$ cat src/rtl/flash_page_writer_if.sv
// Command bus between the CPU-side controller and the SPI flash page writer.
// The master issues one program/erase request at a time; the slave reports status.
interface flash_page_writer_if;
    logic        cmd_valid;
    logic        cmd_ready;
    logic        cmd_erase;
    logic [23:0] cmd_address;
    logic [31:0] cmd_data;
    logic        done;
    logic        error;
    logic        busy;

    modport master (
        output cmd_valid, cmd_erase, cmd_address, cmd_data,
        input  cmd_ready, done, error, busy
    );

    modport slave (
        input  cmd_valid, cmd_erase, cmd_address, cmd_data,
        output cmd_ready, done, error, busy
    );
endinterface

$ cat src/rtl/flash_page_writer.sv
// SPI flash write engine: WREN, then page-program (one word) or sector erase,
// then RDSR polling until WIP clears. SPI mode 0, MSB first.
module flash_page_writer #(
    parameter int unsigned HALF_PERIOD  = 2,
    parameter int unsigned CS_GAP       = 4,
    parameter logic [23:0] PROTECT_BASE = 24'h100000,
    parameter logic [23:0] POLL_LIMIT   = 24'hFFFFFF
) (
    input  logic                 clk,
    input  logic                 reset,
    flash_page_writer_if.slave   cmd,
    output logic                 flash_sck,
    output logic                 flash_csn,
    output logic                 flash_mosi,
    input  logic                 flash_miso
);

    localparam int unsigned HP_W  = (HALF_PERIOD > 1) ? $clog2(HALF_PERIOD) : 1;
    localparam int unsigned GAP_W = (CS_GAP > 1) ? $clog2(CS_GAP) : 1;
    localparam logic [HP_W-1:0]  HP_LAST  = HP_W'(HALF_PERIOD - 1);
    localparam logic [GAP_W-1:0] GAP_LAST = GAP_W'(CS_GAP - 1);

    typedef enum logic [2:0] {
        S_IDLE, S_WREN, S_GAP1, S_CMD, S_GAP2, S_POLL, S_FINISH
    } state_t;

    state_t              state_q, state_d;
    logic                csn_q, csn_d;
    logic                sck_q, sck_d;
    logic                mosi_q, mosi_d;
    logic [HP_W-1:0]     hp_cnt_q, hp_cnt_d;
    logic [GAP_W-1:0]    gap_cnt_q, gap_cnt_d;
    logic [2:0]          bit_cnt_q, bit_cnt_d;
    logic [2:0]          byte_cnt_q, byte_cnt_d;
    logic [7:0]          tx_q, tx_d;
    logic [7:0]          rx_q, rx_d;
    logic                last_q, last_d;
    logic                timeout_q, timeout_d;
    logic                reject_q, reject_d;
    logic [23:0]         poll_cnt_q, poll_cnt_d;
    logic                erase_q, erase_d;
    logic [23:0]         addr_q, addr_d;
    logic [31:0]         data_q, data_d;

    logic [2:0]          byte_nxt;
    logic [7:0]          cmd_byte_nxt;
    logic                hp_end;
    logic                cmd_last_byte;

    assign byte_nxt      = byte_cnt_q + 3'd1;
    assign hp_end        = (hp_cnt_q == HP_LAST);
    assign cmd_last_byte = (byte_cnt_q == (erase_q ? 3'd3 : 3'd7));

    // Byte order on the wire: opcode, address high..low, then data little-endian.
    always_comb begin
        cmd_byte_nxt = 8'h00;
        unique case (byte_nxt)
            3'd0: cmd_byte_nxt = erase_q ? 8'h20 : 8'h02;
            3'd1: cmd_byte_nxt = addr_q[23:16];
            3'd2: cmd_byte_nxt = addr_q[15:8];
            3'd3: cmd_byte_nxt = addr_q[7:0];
            3'd4: cmd_byte_nxt = data_q[7:0];
            3'd5: cmd_byte_nxt = data_q[15:8];
            3'd6: cmd_byte_nxt = data_q[23:16];
            3'd7: cmd_byte_nxt = data_q[31:24];
        endcase
    end

    always_comb begin
        // NOTE: every _d defaults to its _q first so no path through the case infers a latch.
        state_d    = state_q;
        csn_d      = csn_q;
        sck_d      = sck_q;
        mosi_d     = mosi_q;
        hp_cnt_d   = hp_cnt_q;
        gap_cnt_d  = gap_cnt_q;
        bit_cnt_d  = bit_cnt_q;
        byte_cnt_d = byte_cnt_q;
        tx_d       = tx_q;
        rx_d       = rx_q;
        last_d     = last_q;
        timeout_d  = timeout_q;
        reject_d   = 1'b0;
        poll_cnt_d = poll_cnt_q;
        erase_d    = erase_q;
        addr_d     = addr_q;
        data_d     = data_q;

        unique case (state_q)
            S_IDLE: begin
                if (cmd.cmd_valid) begin
                    if (cmd.cmd_address < PROTECT_BASE ||
                        (!cmd.cmd_erase && cmd.cmd_address[1:0] != 2'b00)) begin
                        reject_d = 1'b1;
                    end else begin
                        erase_d    = cmd.cmd_erase;
                        addr_d     = cmd.cmd_address;
                        data_d     = cmd.cmd_data;
                        state_d    = S_WREN;
                        csn_d      = 1'b0;
                        sck_d      = 1'b0;
                        tx_d       = 8'h06;
                        mosi_d     = 1'b0;
                        hp_cnt_d   = '0;
                        bit_cnt_d  = '0;
                        byte_cnt_d = '0;
                        last_d     = 1'b0;
                        timeout_d  = 1'b0;
                        poll_cnt_d = '0;
                    end
                end
            end

            S_GAP1, S_GAP2: begin
                gap_cnt_d = gap_cnt_q + 1'b1;
                if (gap_cnt_q == GAP_LAST) begin
                    state_d    = (state_q == S_GAP1) ? S_CMD : S_POLL;
                    tx_d       = (state_q == S_GAP2) ? 8'h05 : (erase_q ? 8'h20 : 8'h02);
                    mosi_d     = 1'b0;
                    csn_d      = 1'b0;
                    sck_d      = 1'b0;
                    hp_cnt_d   = '0;
                    bit_cnt_d  = '0;
                    byte_cnt_d = '0;
                    last_d     = 1'b0;
                end
            end

            S_FINISH: state_d = S_IDLE;

            default: begin
                // Shared shifter for WREN / CMD / POLL; one transfer per CS assertion.
                hp_cnt_d = hp_end ? '0 : hp_cnt_q + 1'b1;
                if (hp_end && !sck_q) begin
                    if (last_q) begin
                        csn_d     = 1'b1;
                        gap_cnt_d = '0;
                        state_d   = (state_q == S_WREN) ? S_GAP1 :
                                    (state_q == S_CMD)  ? S_GAP2 : S_FINISH;
                    end else begin
                        sck_d = 1'b1;
                        rx_d  = {rx_q[6:0], flash_miso};
                    end
                end else if (hp_end) begin
                    sck_d     = 1'b0;
                    bit_cnt_d = bit_cnt_q + 3'd1;
                    if (bit_cnt_q != 3'd7) begin
                        tx_d   = {tx_q[6:0], 1'b0};
                        mosi_d = tx_q[6];
                    end else begin
                        byte_cnt_d = byte_nxt;
                        mosi_d     = 1'b0;
                        tx_d       = 8'h00;
                        if (state_q == S_WREN) begin
                            last_d = 1'b1;
                        end else if (state_q == S_CMD) begin
                            if (cmd_last_byte) begin
                                last_d = 1'b1;
                            end else begin
                                tx_d   = cmd_byte_nxt;
                                mosi_d = cmd_byte_nxt[7];
                            end
                        end else begin
                            byte_cnt_d = 3'd1;
                            // rx_q now holds a whole status byte; bit0 is WIP.
                            if (byte_cnt_q != 3'd0) begin
                                if (!rx_q[0]) begin
                                    last_d = 1'b1;
                                end else if (poll_cnt_q == POLL_LIMIT - 24'd1) begin
                                    last_d    = 1'b1;
                                    timeout_d = 1'b1;
                                end else begin
                                    poll_cnt_d = poll_cnt_q + 24'd1;
                                end
                            end
                        end
                    end
                end
            end
        endcase
    end

    // NOTE: state flops use non-blocking assignments so all of them update together at the edge.
    always_ff @(posedge clk) begin
        if (reset) begin
            state_q    <= S_IDLE;
            csn_q      <= 1'b1;
            sck_q      <= 1'b0;
            mosi_q     <= 1'b0;
            hp_cnt_q   <= '0;
            gap_cnt_q  <= '0;
            bit_cnt_q  <= '0;
            byte_cnt_q <= '0;
            tx_q       <= '0;
            rx_q       <= '0;
            last_q     <= 1'b0;
            timeout_q  <= 1'b0;
            reject_q   <= 1'b0;
            poll_cnt_q <= '0;
            erase_q    <= 1'b0;
            addr_q     <= '0;
            data_q     <= '0;
        end else begin
            state_q    <= state_d;
            csn_q      <= csn_d;
            sck_q      <= sck_d;
            mosi_q     <= mosi_d;
            hp_cnt_q   <= hp_cnt_d;
            gap_cnt_q  <= gap_cnt_d;
            bit_cnt_q  <= bit_cnt_d;
            byte_cnt_q <= byte_cnt_d;
            tx_q       <= tx_d;
            rx_q       <= rx_d;
            last_q     <= last_d;
            timeout_q  <= timeout_d;
            reject_q   <= reject_d;
            poll_cnt_q <= poll_cnt_d;
            erase_q    <= erase_d;
            addr_q     <= addr_d;
            data_q     <= data_d;
        end
    end

    assign cmd.cmd_ready = (state_q == S_IDLE);
    assign cmd.busy      = (state_q != S_IDLE);
    assign cmd.done      = (state_q == S_FINISH) && !timeout_q;
    assign cmd.error     = reject_q || ((state_q == S_FINISH) && timeout_q);
    assign flash_sck     = sck_q;
    assign flash_csn     = csn_q;
    assign flash_mosi    = mosi_q;

endmodule

$ cat src/flat_wrapper.sv
// flat-port wrapper written by rule: the top's interface ports become plain ports
module flash_page_writer_flat 
#(
    parameter int unsigned HALF_PERIOD  = 2,
    parameter int unsigned CS_GAP       = 4,
    parameter logic [23:0] PROTECT_BASE = 24'h100000,
    parameter logic [23:0] POLL_LIMIT   = 24'hFFFFFF
)
  (clk, reset, flash_sck, flash_csn, flash_mosi, flash_miso, cmd_cmd_valid, cmd_cmd_erase, cmd_cmd_address, cmd_cmd_data, cmd_cmd_ready, cmd_done, cmd_error, cmd_busy);
  flash_page_writer_if cmd_i ();
  input  logic clk;
  input  logic reset;
  output logic flash_sck;
  output logic flash_csn;
  output logic flash_mosi;
  input  logic flash_miso;
  input wire logic [$bits(cmd_i.cmd_valid)-1:0] cmd_cmd_valid;
  input wire logic [$bits(cmd_i.cmd_erase)-1:0] cmd_cmd_erase;
  input wire logic [$bits(cmd_i.cmd_address)-1:0] cmd_cmd_address;
  input wire logic [$bits(cmd_i.cmd_data)-1:0] cmd_cmd_data;
  output wire logic [$bits(cmd_i.cmd_ready)-1:0] cmd_cmd_ready;
  output wire logic [$bits(cmd_i.done)-1:0] cmd_done;
  output wire logic [$bits(cmd_i.error)-1:0] cmd_error;
  output wire logic [$bits(cmd_i.busy)-1:0] cmd_busy;
  assign cmd_i.cmd_valid = cmd_cmd_valid;
  assign cmd_i.cmd_erase = cmd_cmd_erase;
  assign cmd_i.cmd_address = cmd_cmd_address;
  assign cmd_i.cmd_data = cmd_cmd_data;
  assign cmd_cmd_ready = cmd_i.cmd_ready;
  assign cmd_done = cmd_i.done;
  assign cmd_error = cmd_i.error;
  assign cmd_busy = cmd_i.busy;
  flash_page_writer #(.HALF_PERIOD(HALF_PERIOD), .CS_GAP(CS_GAP), .PROTECT_BASE(PROTECT_BASE), .POLL_LIMIT(POLL_LIMIT)) u_core (.clk(clk), .reset(reset), .cmd(cmd_i), .flash_sck(flash_sck), .flash_csn(flash_csn), .flash_mosi(flash_mosi), .flash_miso(flash_miso));
endmodule
$ cat config.mk
export PLATFORM = sky130hd
export DESIGN_NAME = flash_page_writer_flat
export DESIGN_NICKNAME = d
export VERILOG_FILES = /design/src/rtl/flash_page_writer_if.sv /design/src/rtl/flash_page_writer.sv /design/src/flat_wrapper.sv
export SDC_FILE = /design/constraint.sdc
export NUM_CORES = 1
export LEC_CHECK = 0
export CORE_ASPECT_RATIO = 1.2
export CORE_MARGIN = 2
export CORE_UTILIZATION = 50
export DETAILED_ROUTE_END_ITERATION = 8
export PLACE_DENSITY = 0.77
export SLEW_MARGIN = 10
export SYNTH_ARGS = -nofsm -noshare
export SYNTH_HDL_FRONTEND = slang
export SYNTH_SLANG_ARGS = --single-unit
export TNS_END_PERCENT = 1
$ cat constraint.sdc
create_clock -name clk -period 2 [get_ports clk]
set_input_delay 0.2 -clock clk [delete_from_list [all_inputs] [get_ports clk]]
set_output_delay 0.2 -clock clk [all_outputs]
set_load 0.01 [all_outputs]
==> flow_metrics.env <==
export IMPL_numCtsBuffers=9
export IMPL_rsz0062_at_grt="true"
export IMPL_tritoncts="done"
export IMPL_p_switching_w=0.00120
export IMPL_cp_slowest_cell="dfxtp_2"
export IMPL_worstMarginPinSlew_ns=0.455
export IMPL_critPathCaptureType="flop"
export IMPL_insertion_delay_ns=0.34
export IMPL_violations="negative setup slack"
export IMPL_fin_crit_sh_pct=102
export IMPL_start_kind="flop"
export IMPL_min_path_type="input port to flop"
export IMPL_max_vdd_ir_drop_v=0.000385
export IMPL_overflow=0
export IMPL_wl_um=14700
export IMPL_fp_coreArea_sq_um=9860
export IMPL_vias_per_cell=5.94
export IMPL_final_common_cell="nand2_1"
export IMPL_crit_path_start="u_core.byte_cnt_q[1]$_SDFFE_PP0P_"
export IMPL_crit_end="u_core.tx_q[2]$_SDFFE_PP0P_"
export IMPL_synthToLayoutAreaGrowth_pct=37.4
export IMPL_pwr_share_clk_pct=38.7
export IMPL_dieArea_sq_um=10800
export IMPL_cp_required_ns=2.23
export IMPL_drc=0
export IMPL_fin_util_pct=69.8
export IMPL_start_util_pct=50.8
export IMPL_h_tree_depth=3
export IMPL_path_buf_inv=3
export IMPL_path_depth=9
export IMPL_antenna_left=0
export IMPL_grt_use_total_pct=27.0
export IMPL_synthArstFlopShare_pct=0
export IMPL_fmax_ghz=0.491
export IMPL_timing_rr_end="u_core.tx_q[2]$_SDFFE_PP0P_"
export IMPL_netlist_area_sq_um=5010
export IMPL_slew_viol_final=0
export IMPL_yosysUniqueCellTypes=60
export IMPL_postLayoutSetupSlackWorst_ns=-0.0351
export IMPL_pwr_share_comb_pct=15.0
export IMPL_grt_max_degree=58
export IMPL_slew_headroom_pct=69.5
export IMPL_layout_drive_gt1_share_pct=19.3
export IMPL_path_clk_slew_ns=0.07
export IMPL_placed_cells=839
export IMPL_antenna_found_initial=0
export IMPL_crit_path_max_incr_delay_ns=0.35
export IMPL_ys_flop_type="dfxtp_1"
export IMPL_vias=5121
export IMPL_drt_pass1_iter_count=5
export IMPL_setup_viol=8
export IMPL_total_leakage_power_nw=2.54
export IMPL_antenna_cells=0
export IMPL_std_cell_rows=40
export IMPL_cp_arrival_ns=2.26
export IMPL_syn_nets=696
export IMPL_cp_cell_sequence="buf_4 > inv_2 > ha_4 > buf_12 > a222oi_1 > nand2_1 > a22oi_1 > a2bb2oi_2 > o21ai_1"
export IMPL_fin_skew_ns=0.00809
export IMPL_gp_congestion=0.902
export IMPL_mostFrequentLayoutCells="nand2_1 (139), dfxtp_1 (103), a21oi_1 (81), clkdlybuf4s50_1 (62), buf_4 (62)"
export IMPL_die_h_um=114
export IMPL_synth_edf_count=0
export IMPL_syn_avg_cell_area_sq_um=8.01
export IMPL_cp_top_family="compound AO/OA/AOI/OAI gates"
export IMPL_fillers=752
export IMPL_r2r_start="u_core.byte_cnt_q[1]$_SDFFE_PP0P_"
export IMPL_clock_path_buffers=2
export IMPL_io_buffers=67
export IMPL_cts_sinks=107
export IMPL_cp_max_fo=7
export IMPL_p_int_w=0.00371
export IMPL_power_frac_seq_pct=46.3
export IMPL_yosys_warnings=0
export IMPL_io_pins=68
export IMPL_ff2ff_setup_slack_ns=-0.04
export IMPL_r2r_cells=9
export IMPL_maxCapViolCount=0
export IMPL_powerDensity_nw_per_um2=714
export IMPL_stdcell_count=862
export IMPL_grt_pass1_vias=4986
export IMPL_finalCriticalPeriod_ns=2.04
export IMPL_clockRootBuffer="clkbuf_16"
export IMPL_ys_seq_area_share_pct=42.8
export IMPL_netlist_instances=625
export IMPL_finalHoldViolCount=0
export IMPL_dp_hpwl_um=9910
export IMPL_run_status="complete, but fails checks"
export IMPL_ctsHoldBuffers=0
export IMPL_die_width_um=95.4
export IMPL_wire_per_inst_um=17.0
export IMPL_crit_type="flop to flop"
export IMPL_final_nets=803
export IMPL_drtIter0Drc=313
export IMPL_pre_cts_slack_ns=-0.428
export IMPL_ys_seq_elements=107
export IMPL_swShare_pct=24.4
export IMPL_grt_pass1_wl_um=23300
[Yosys cell counts, types with 7 or more instances]
| library cell | n | area share (%) |
|---|---|---|
| a21oi_1 | 87 | 8.7 |
| a222oi_1 | 7 | 1.4 |
| a22o_1 | 7 | 1.2 |
| a22oi_1 | 9 | 1.3 |
| and2_1 | 7 | 0.87 |
| and4_1 | 7 | 1.2 |
| buf_1 | 7 | 0.52 |
| clkbuf_1 | 33 | 2.5 |
| dfxtp_1 | 107 | 43 |
| ha_1 | 10 | 2.5 |
| inv_1 | 9 | 0.67 |
| nand2_1 | 141 | 11 |
| nand2b_1 | 7 | 0.87 |
| nand3_1 | 19 | 1.9 |
| nand4_1 | 9 | 1.1 |
| nor2_1 | 24 | 1.8 |
| nor3_1 | 7 | 0.70 |
| o21ai_0 | 22 | 2.2 |
| or3_1 | 16 | 2.0 |
[worst reg2reg max path: cells and delay by family, from the launching register on]
family / cells / cell delay [ns]
AOI/OAI and AO/OA: 4 / 0.91
DFF: 1 / 0.35
buffers and inverters: 3 / 0.34
adders and majority gates: 1 / 0.17
and+or+nand+nor: 1 / 0.17
[sequential cells by signal (all words and copies together), names as in the netlist, 2 cells and up, named ones only]
signal,cells
u_core.byte_cnt_q,3
u_core.gap_cnt_q,2
u_core.tx_q,7
u_core.data_q,32
u_core.poll_cnt_q,24
u_core.addr_q,24
u_core.state_q,2
u_core.bit_cnt_q,3
[final cells by class]
| class | count | area (sq um) | share of cell area [%] |
|---|---|---|---|
| timing repair buffer | 139 | 1320 | 19.2 |
| multi-input combinational | 466 | 2900 | 42.2 |
| tap | 126 | 158 | 2.29 |
| inverter | 9 | 33.8 | 0.491 |
| sequential | 107 | 2150 | 31.2 |
| clock buffer | 11 | 243 | 3.53 |
| clock inverter | 4 | 75.1 | 1.09 |
[layer usage]
metal	wire length (um)	vias up	track usage, %
met1	5870	2406	32.8
met4	555	0	14.1
met2	7440	221	45.4
met5	0	-	0
met3	797	44	4.43
li1	-	2450	-
[worst min-delay path by stage]
stage | cells past startpoint | end | slack (ns) | from
global route | 3 | u_core.addr_q[21]$_SDFFE_PP0P_ | 0.18 | cmd_cmd_address[21]
detailed placement | 2 | u_core.addr_q[19]$_SDFFE_PP0P_ | 0.45 | u_core.addr_q[19]$_SDFFE_PP0P_
finish | 3 | u_core.addr_q[20]$_SDFFE_PP0P_ | 0.18 | cmd_cmd_address[20]
global placement | 2 | u_core.data_q[19]$_SDFFE_PP0P_ | 0.44 | u_core.data_q[19]$_SDFFE_PP0P_
floorplan | 2 | u_core.addr_q[11]$_SDFFE_PP0P_ | 0.34 | cmd_cmd_address[11]
CTS | 4 | u_core.poll_cnt_q[6]$_SDFFE_PP0P_ | 0.32 | reset
[kinds of logic (layout without fill, tap and decap cells)]
family                   Yosys count  count (layout)  share of synthesized area (%)
buffers and inverters             52             163                           3.97
XOR/XNOR                           5               5                          0.875
multiplexers                      10              10                           2.12
AND/OR/NAND/NOR                  263             263                           25.1
flip-flops                       107             107                           42.8
adder cells (fa/ha/maj)           10              10                           2.50
AO/OA/AOI/OAI                    178             178                           22.7
[power by group through the flow]
stage	registers, W	logic (W)	clock network (W)
2_1_floorplan	0.00230	0.000328	0
3_3_place_gp	0.00231	0.000639	0
3_5_place_dp	0.00231	0.000655	0
4_1_cts	0.00227	0.000679	0.00192
5_1_grt	0.00228	0.000799	0.00201
6_report	0.00227	0.000739	0.00190
[through the flow]
step           TNS, ns  hold slack (ns)  total power (W)  cell area [sq um]
4_1_cts         -0.295            0.324          0.00487               6630
6_report       -0.0998            0.176          0.00491               6880
5_1_grt          -1.17            0.180          0.00509               6880
3_5_place_dp    -26.86            0.447          0.00297               6210
3_3_place_gp    -22.14            0.441          0.00295               6210
2_1_floorplan   -0.472            0.336          0.00263               5020
[repair_timing]
item                                    4_1_cts  5_1_grt
endpoints found under the setup margin       28       94
pin swaps                                     5       35
gates cloned                                  0        2
resized for setup                            19       43
setup buffers                                 1        5
No activity file was read; power rests on OpenSTA's default activity.
